$ cat src/rtl/lcd_bus_arbiter.sv
// lcd_bus_arbiter: shares one HD44780-style LCD write bus among three
// requesters. Requests are granted round-robin. Each granted byte is driven
// through setup, enable pulse, hold and execution-wait phases. A single
// 17-bit down-counter times every phase. All outputs are registered.
module lcd_bus_arbiter #(
  parameter int T_SETUP = 2,
  parameter int T_EN    = 25,
  parameter int T_HOLD  = 2,
  parameter int T_EXEC  = 2500,
  parameter int T_LONG  = 100000
) (
  input  logic        clk,
  input  logic        rst,
  input  logic        ready_i,
  input  logic [2:0]  req,
  input  logic [2:0]  req_rs,
  input  logic [23:0] req_data,
  output logic [2:0]  ack,
  output logic [2:0]  done,
  output logic        busy,
  output logic        rs,
  output logic        rw,
  output logic [7:0]  data,
  output logic        enable
);

  typedef enum logic [2:0] {
    S_IDLE  = 3'd0,
    S_SETUP = 3'd1,
    S_PULSE = 3'd2,
    S_HOLD  = 3'd3,
    S_EXEC  = 3'd4
  } state_t;

  // Counter reload values: a phase of N cycles loads N-1 and ends when the counter reaches 0.
  localparam logic [16:0] CNT_SETUP = 17'(T_SETUP - 1);
  localparam logic [16:0] CNT_EN    = 17'(T_EN - 1);
  localparam logic [16:0] CNT_HOLD  = 17'(T_HOLD - 1);
  localparam logic [16:0] CNT_EXEC  = 17'(T_EXEC - 1);
  localparam logic [16:0] CNT_LONG  = 17'(T_LONG - 1);

  state_t      state, state_nxt;
  logic [16:0] cnt, cnt_nxt;
  logic [1:0]  last, last_nxt;
  logic [1:0]  win;
  logic [1:0]  cand;
  logic        found;
  logic        grant;
  logic        is_long;
  logic        phase_end;

  logic [2:0]  ack_nxt;
  logic [2:0]  done_nxt;
  logic        busy_nxt;
  logic        enable_nxt;
  logic        rs_nxt;
  logic [7:0]  data_nxt;

  function automatic logic [1:0] next_idx(input logic [1:0] i);
    return (i == 2'd2) ? 2'd0 : i + 2'd1;
  endfunction

  function automatic logic [7:0] sel_byte(input logic [23:0] bytes, input logic [1:0] i);
    case (i)
      2'd0:    return bytes[7:0];
      2'd1:    return bytes[15:8];
      default: return bytes[23:16];
    endcase
  endfunction

  function automatic logic [2:0] one_hot(input logic [1:0] i);
    case (i)
      2'd0:    return 3'b001;
      2'd1:    return 3'b010;
      default: return 3'b100;
    endcase
  endfunction

  assign rw        = 1'b0;
  assign phase_end = (cnt == 17'd0);

  // Clear (0x01) and return-home (0x02/0x03) commands need the long execution wait.
  assign is_long = !rs && ((data == 8'h01) || (data == 8'h02) || (data == 8'h03));

  // Round-robin search starting one past the last winner.
  always_comb begin
    found = 1'b0;
    win   = 2'd0;
    cand  = next_idx(last);
    for (int i = 0; i < 3; i++) begin
      if (!found && req[cand]) begin
        found = 1'b1;
        win   = cand;
      end
      cand = next_idx(cand);
    end
  end

  assign grant = (state == S_IDLE) && ready_i && found;

  // State register: phase, phase counter and last winner.
  always_ff @(posedge clk or negedge rst) begin
    if (!rst) begin
      state <= S_IDLE;
      cnt   <= 17'd0;
      last  <= 2'd2;
    end else begin
      state <= state_nxt;
      cnt   <= cnt_nxt;
      last  <= last_nxt;
    end
  end

  // Next-state logic: each phase reloads the counter for the one that follows.
  always_comb begin
    state_nxt = state;
    cnt_nxt   = cnt;
    last_nxt  = last;
    case (state)
      S_IDLE: begin
        if (grant) begin
          state_nxt = S_SETUP;
          cnt_nxt   = CNT_SETUP;
          last_nxt  = win;
        end
      end
      S_SETUP: begin
        if (phase_end) begin
          state_nxt = S_PULSE;
          cnt_nxt   = CNT_EN;
        end else begin
          cnt_nxt = cnt - 17'd1;
        end
      end
      S_PULSE: begin
        if (phase_end) begin
          state_nxt = S_HOLD;
          cnt_nxt   = CNT_HOLD;
        end else begin
          cnt_nxt = cnt - 17'd1;
        end
      end
      S_HOLD: begin
        if (phase_end) begin
          state_nxt = S_EXEC;
          cnt_nxt   = is_long ? CNT_LONG : CNT_EXEC;
        end else begin
          cnt_nxt = cnt - 17'd1;
        end
      end
      S_EXEC: begin
        if (phase_end) begin
          state_nxt = S_IDLE;
        end else begin
          cnt_nxt = cnt - 17'd1;
        end
      end
      default: begin
        state_nxt = S_IDLE;
        cnt_nxt   = 17'd0;
      end
    endcase
  end

  // Output logic: values the output flops take at the next edge, derived from the next state.
  always_comb begin
    ack_nxt    = grant ? one_hot(win) : 3'b000;
    done_nxt   = ((state == S_EXEC) && phase_end) ? one_hot(last) : 3'b000;
    busy_nxt   = (state_nxt != S_IDLE);
    enable_nxt = (state_nxt == S_PULSE);
    rs_nxt     = grant ? req_rs[win] : rs;
    data_nxt   = grant ? sel_byte(req_data, win) : data;
  end

  // Output registers keep enable glitch-free and hold rs/data until the next grant.
  always_ff @(posedge clk or negedge rst) begin
    if (!rst) begin
      ack    <= 3'b000;
      done   <= 3'b000;
      busy   <= 1'b0;
      enable <= 1'b0;
      rs     <= 1'b0;
      data   <= 8'h00;
    end else begin
      ack    <= ack_nxt;
      done   <= done_nxt;
      busy   <= busy_nxt;
      enable <= enable_nxt;
      rs     <= rs_nxt;
      data   <= data_nxt;
    end
  end

endmodule

$ cat config.mk
export PLATFORM = sky130hd
export DESIGN_NAME = lcd_bus_arbiter
export DESIGN_NICKNAME = d
export VERILOG_FILES = /design/src/rtl/lcd_bus_arbiter.sv
export SDC_FILE = /design/constraint.sdc
export NUM_CORES = 1
export LEC_CHECK = 0
export BUFFER_PORTS_ARGS = -buffer_cell sky130_fd_sc_hd__buf_2
export CAP_MARGIN = 25
export CORE_UTILIZATION = 25
export CTS_CLUSTER_DIAMETER = 200
export DETAILED_ROUTE_END_ITERATION = 6
export PLACE_DENSITY_LB_ADDON = 0.08
export SLEW_MARGIN = 20
export SYNTH_ARGS = -nofsm -noshare
export SYNTH_HDL_FRONTEND = slang
export SYNTH_SLANG_ARGS = --single-unit
$ cat constraint.sdc
create_clock -name clk -period 2.47 [get_ports clk]
set_input_delay 0.3705 -clock clk [delete_from_list [all_inputs] [get_ports clk]]
set_output_delay 0.3705 -clock clk [all_outputs]
set_load 0.01 [all_outputs]
* Word-level counts from Yosys, hierarchy flattened *
Cells that the tools add are included.

storage, ports and cells
  bits in latches = 0
  memories = 0
  input port bits = 33
  bits in registers = 39
  memory bits (read-only) = 0
  logic and storage cells = 85
  bits in writable memories = 0
  output and inout bits = 18

operators by class
  $lt $le $gt $ge = 4
  $add $sub $neg = 4
  eq/ne operators = 15
  bitwise operators = 0
  shift-type cells = 0
  div/mod/pow operators = 0
  reductions and logical operators = 18
  multipliers = 0
  multiplexer cells = 35

operator list
  operator               number
  $mux 17                6
  $pmux 17 s5            1
  $mux 3                 7
  $logic_not 17->1       1
  $sub 17x1->17 const B  1
  $eq 8x2->1 const B     2
  $pmux 8 s2             1
  $pmux 3 s5             1
  $lt 2x3->1 const B     4
  $mux 2                 6
  $pmux 3 s2             2
  $eq 3x2->1 const B     3
  $bmux 1 s2             4
  $eq 8x1->1 const B     1
  $mux 1                 7
  $add 2x1->2 const B    3
  $eq 2x2->1 const B     3
  $logic_and 1x1->1      6
  $eq 2x1->1 const B     2
  $logic_not 2->1        2
  $ne 2x2->1 const B     2
  $reduce_and 2->1       2
  $eq 3x1->1 const B     1
  $eq 3x3->1 const B     1
  4 further kinds        7

* Depth between registers and ports, before layout *
  depth after elaboration = 15
  gate-level depth with buffers = 11
  mapped depth without buffers = 8

* Worst setup path after synthesis *
Ideal clock, no wire load.

  kind = reg-to-reg
  start = register cnt[0]
  end = register cnt[10]
  data required time = 2.337 ns
  arrival = 2.193 ns
  period minus slack after synthesis = 2.326 ns
  buffers on the path = 2
  slack = 0.144 ns
  cell stages (with the launch flop) = 11
  library setup time = 0.133 ns
  path through = dfrtp_1 inv_1 ha_1 or3b_1 clkbuf_1 or2_1 buf_6 or3_1 o311a_1 nor3_2 o32ai_1

between the ends
  cells in the longest elaborated chain, start to end = 3
  elaborated cells between the ends (all ways) = 9
  those cells by class = add/sub (1); eq/ne (1); mux (5); reduce/logical (2)

RTL lines
  element                                            RTL line  source
  start: declaration                                 43        logic [16:0] cnt, cnt_nxt;
  start signal: assignment                           109       cnt <= cnt_nxt;
  $sub 17x1->17 or $logic_not 17->1 (tied branches)  -
  $mux 17 (tied with other cells)                    152       if (phase_end) begin
  $pmux 17 s5 or $reduce_and 2->1 (tied branches)    -

Several ways; a longest one is shown, not always the timed one. The select of a mux whose other input is x is not followed.
A chain may end at the register's enable or synchronous reset.

* Worst setup path after layout *
  start = register cnt[0]
  end = register cnt[2]

Same word-level chain as after synthesis.

==> flow_summary_export.csv <==
group,metric,value,unit
power,p_leak,0.00124,uW
die,start_util,25.7,%
logic_synthesis,syn-cell-area,2230,um2
timing,hold_ws,-0.00980,ns
setup_path,worstSetupStartpointType,"flip-flop",
timing,max_freq,430,MHz
status,status,"finished with violations",
die,io_pins,51,
clocking,htree_levels,2,
global_route,antenna_found_initial,0,
logic_synthesis,yosys_warnings,0,
placed_design,gp_congestion,0.779,
hold_path,hold_path_class,"input pin to asynchronous set/reset pin",
status,violations,"hold timing",
placed_design,dp_hpwl,5100,um
die,die-area,9290,um2
timing,tightestPinTransition,0.751,ns
layout,utilization,33.2,%
detailed_routing,wirelength,6860,um
timing,timing.final.crit_share,94.3,%
global_route,grt_pass1_vias,2154,
detailed_routing,route.detailed.drc,0,
global_route,grt_usage,16.1,%
clocking,cts_buffers,5,
timing,slew_headroom,49.8,%
logic_synthesis,ys_seq_area_share,43.9,%
global_route,grt_max_degree,40,
layout,final_common_cell,"buf_2",
layout,filler_cell_count,915,
layout,area_delta_synth_final,29.2,%
detailed_routing,avgRoutedWirePerCell,15.8,um
clocking,clkTransAtPathRegs,0.09,ns
power,ir_worst_vdd,0.155,mV
clocking,insertion_delay,0.30,ns
logic_synthesis,synth_fp_nets,290,
die,core,8680,um2
die,fp-row-count,34,
logic_synthesis,synth_ff_type,"dfrtp_1",
timing,rsz0062_at_grt,"no",
layout,instances_no_fill,433,
global_route,grt_first_pass_wirelength,11200,um
logic_synthesis,synthArstFlopShare,100,%
clocking,root_buffer,"clkbuf_8",
timing,setup_viol,0,
die,die_x,96.4,um
setup_path,crit_path_max_fanout,8,
setup_path,critPathArrivalTime,2.51,ns
clocking,clock-sinks,39,
setup_path,cp.required,2.65,ns
logic_synthesis,syn_area_per_cell,8.70,um2
timing,tns,0,ns
placed_design,io_buffers,49,
logic_synthesis,synth_edf_count,0,
placed_design,placed_cells_incl_taps,424,
die,die_y,96.4,um
logic_synthesis,synth-seq-cells,39,
layout,final_cell_mix,"buf_2, dfrtp_1, nor2_1, buf_4, nand2_1",
timing,clock_skew,0.0126,ns
logic_synthesis,synthCells,256,
layout,fin_area,2880,um2
setup_path,worstSetupPathType,"flip-flop to flip-flop",
layout,nets,358,
layout,insertedDiodeCount,0,
setup_path,end_kind,"flip-flop",
logic_synthesis,ys_types,54,
clocking,cts_setup_buffers,0,
timing,period_needed,2.33,ns
power,p_per_area,440,nW/um2
layout,drive_gt1_share,28.6,%
detailed_routing,drt-pass1-iter-count,4,
detailed_routing,viasPerCell,5.05,
global_route,overflow,0,
detailed_routing,drtIter0Drc,134,
detailed_routing,ant_nets,0,
clocking,ctsLongestPathBuffers,2,
clocking,cts_tree,"yes",
placed_design,place_area,2740,um2
detailed_routing,vias,2188,
timing,hold_viol_final,8,
timing,slew_viol_final,0,
flow_run,drv_cap,0,
[cell usage after synthesis (6+ instances only)]
| cell | count | share of area (%) |
|---|---|---|
| nor2_1 | 26 | 4.4 |
| nand2_1 | 24 | 4.0 |
| a22oi_1 | 10 | 3.4 |
| a31oi_1 | 13 | 3.7 |
| o21ai_0 | 19 | 4.3 |
| clkbuf_1 | 9 | 1.5 |
| dfrtp_1 | 38 | 43 |
| nor3_1 | 15 | 3.4 |
| nand3_1 | 7 | 1.6 |
| inv_1 | 6 | 1.0 |
| a21oi_1 | 9 | 2.0 |
[power by group]
part / total [uW] / switching, uW / internal [uW]
Clock: 554 / 252 / 302
Combinational: 74.4 / 41.1 / 33.3
Sequential: 638 / 0 / 638
[per-stage QoR]
| step | setup slack (ns) | total power [uW] |
|---|---|---|
| after floorplan | 0.144 | 675 |
| after global placement | 0.203 | 722 |
| after detailed placement | 0.150 | 723 |
| after CTS | 0.116 | 1280 |
| after global routing | 0.0108 | 1320 |
| final | 0.142 | 1270 |
[worst max-delay path, stage by stage, from the launching register on]
cell and delay, ns:
dfrtp_1 0.38, inv_1 0.09, ha_1 0.16, or3b_1 0.41
or2_1 0.34, or3_1 0.37, o311a_1 0.14, nor3_2 0.19
o32ai_1 0.11
[path summary, 6_finish.rpt]
| kind | slack, ns | from | endpoint | cells after the start |
|---|---|---|---|---|
| min | -0.01 | rst | done[0]$_DFF_PN0_ | 1 |
| min reg2reg | 0.50 | last[0]$_DFFE_PN0P_ | done[0]$_DFF_PN0_ | 1 |
| max | 0.14 | cnt[0]$_DFFE_PN0P_ | cnt[2]$_DFFE_PN0P_ | 8 |
| max in group asynchronous | 1.94 | rst | last[1]$_DFFE_PN1P_ | 2 |
| min in group clk | 0.30 | req_rs[0] | rs$_DFFE_PN0P_ | 3 |
| max reg2reg | 0.14 | cnt[0]$_DFFE_PN0P_ | cnt[2]$_DFFE_PN0P_ | 8 |
[layout make-up]
| class | instances | area (um2) | share of cell area (%) |
|---|---|---|---|
| timing repair buffer | 76 | 460 | 16.0 |
| multi-input combinational | 196 | 1170 | 40.7 |
| inverter | 6 | 22.5 | 0.783 |
| clock buffer | 6 | 72.6 | 2.52 |
| tap | 108 | 135 | 4.70 |
| sequential | 39 | 977 | 34.0 |
| clock inverter | 2 | 37.5 | 1.30 |
[registers in the layout, summed over array words and instances, names as in the netlist]
signal / count
rs: 1
busy: 1
last: 2
data: 8
state: 3
ack: 3
enable: 1
done: 3
cnt: 17
[layer usage]
metal / up-vias / share of wire (%) / track usage (%)
li1: 1091 / - / -
met1: 1030 / 49 / 22.5
met2: 57 / 45 / 25.3
met3: 10 / 4.1 / 2.35
met4: 0 / 1.5 / 5.51
met5: - / 0 / 0
[what timing repair did]
| action | CTS | global route |
|---|---|---|
| setup endpoints to repair | 0 | 2 |
| resized for setup | 0 | 1 |
| hold buffers | 0 | 0 |
[cell families after synthesis]
family / count (synthesis) / share of synthesized area, %
simple gates: 106 / 24.2
compound gates: 85 / 25.7
flops: 39 / 43.9
buf+inv: 21 / 4.27
xor+xnor: 2 / 0.787
fa+ha+maj: 1 / 0.562
other cells: 1 / 0.168
mux: 1 / 0.449
(Power assumes the default switching activity.)
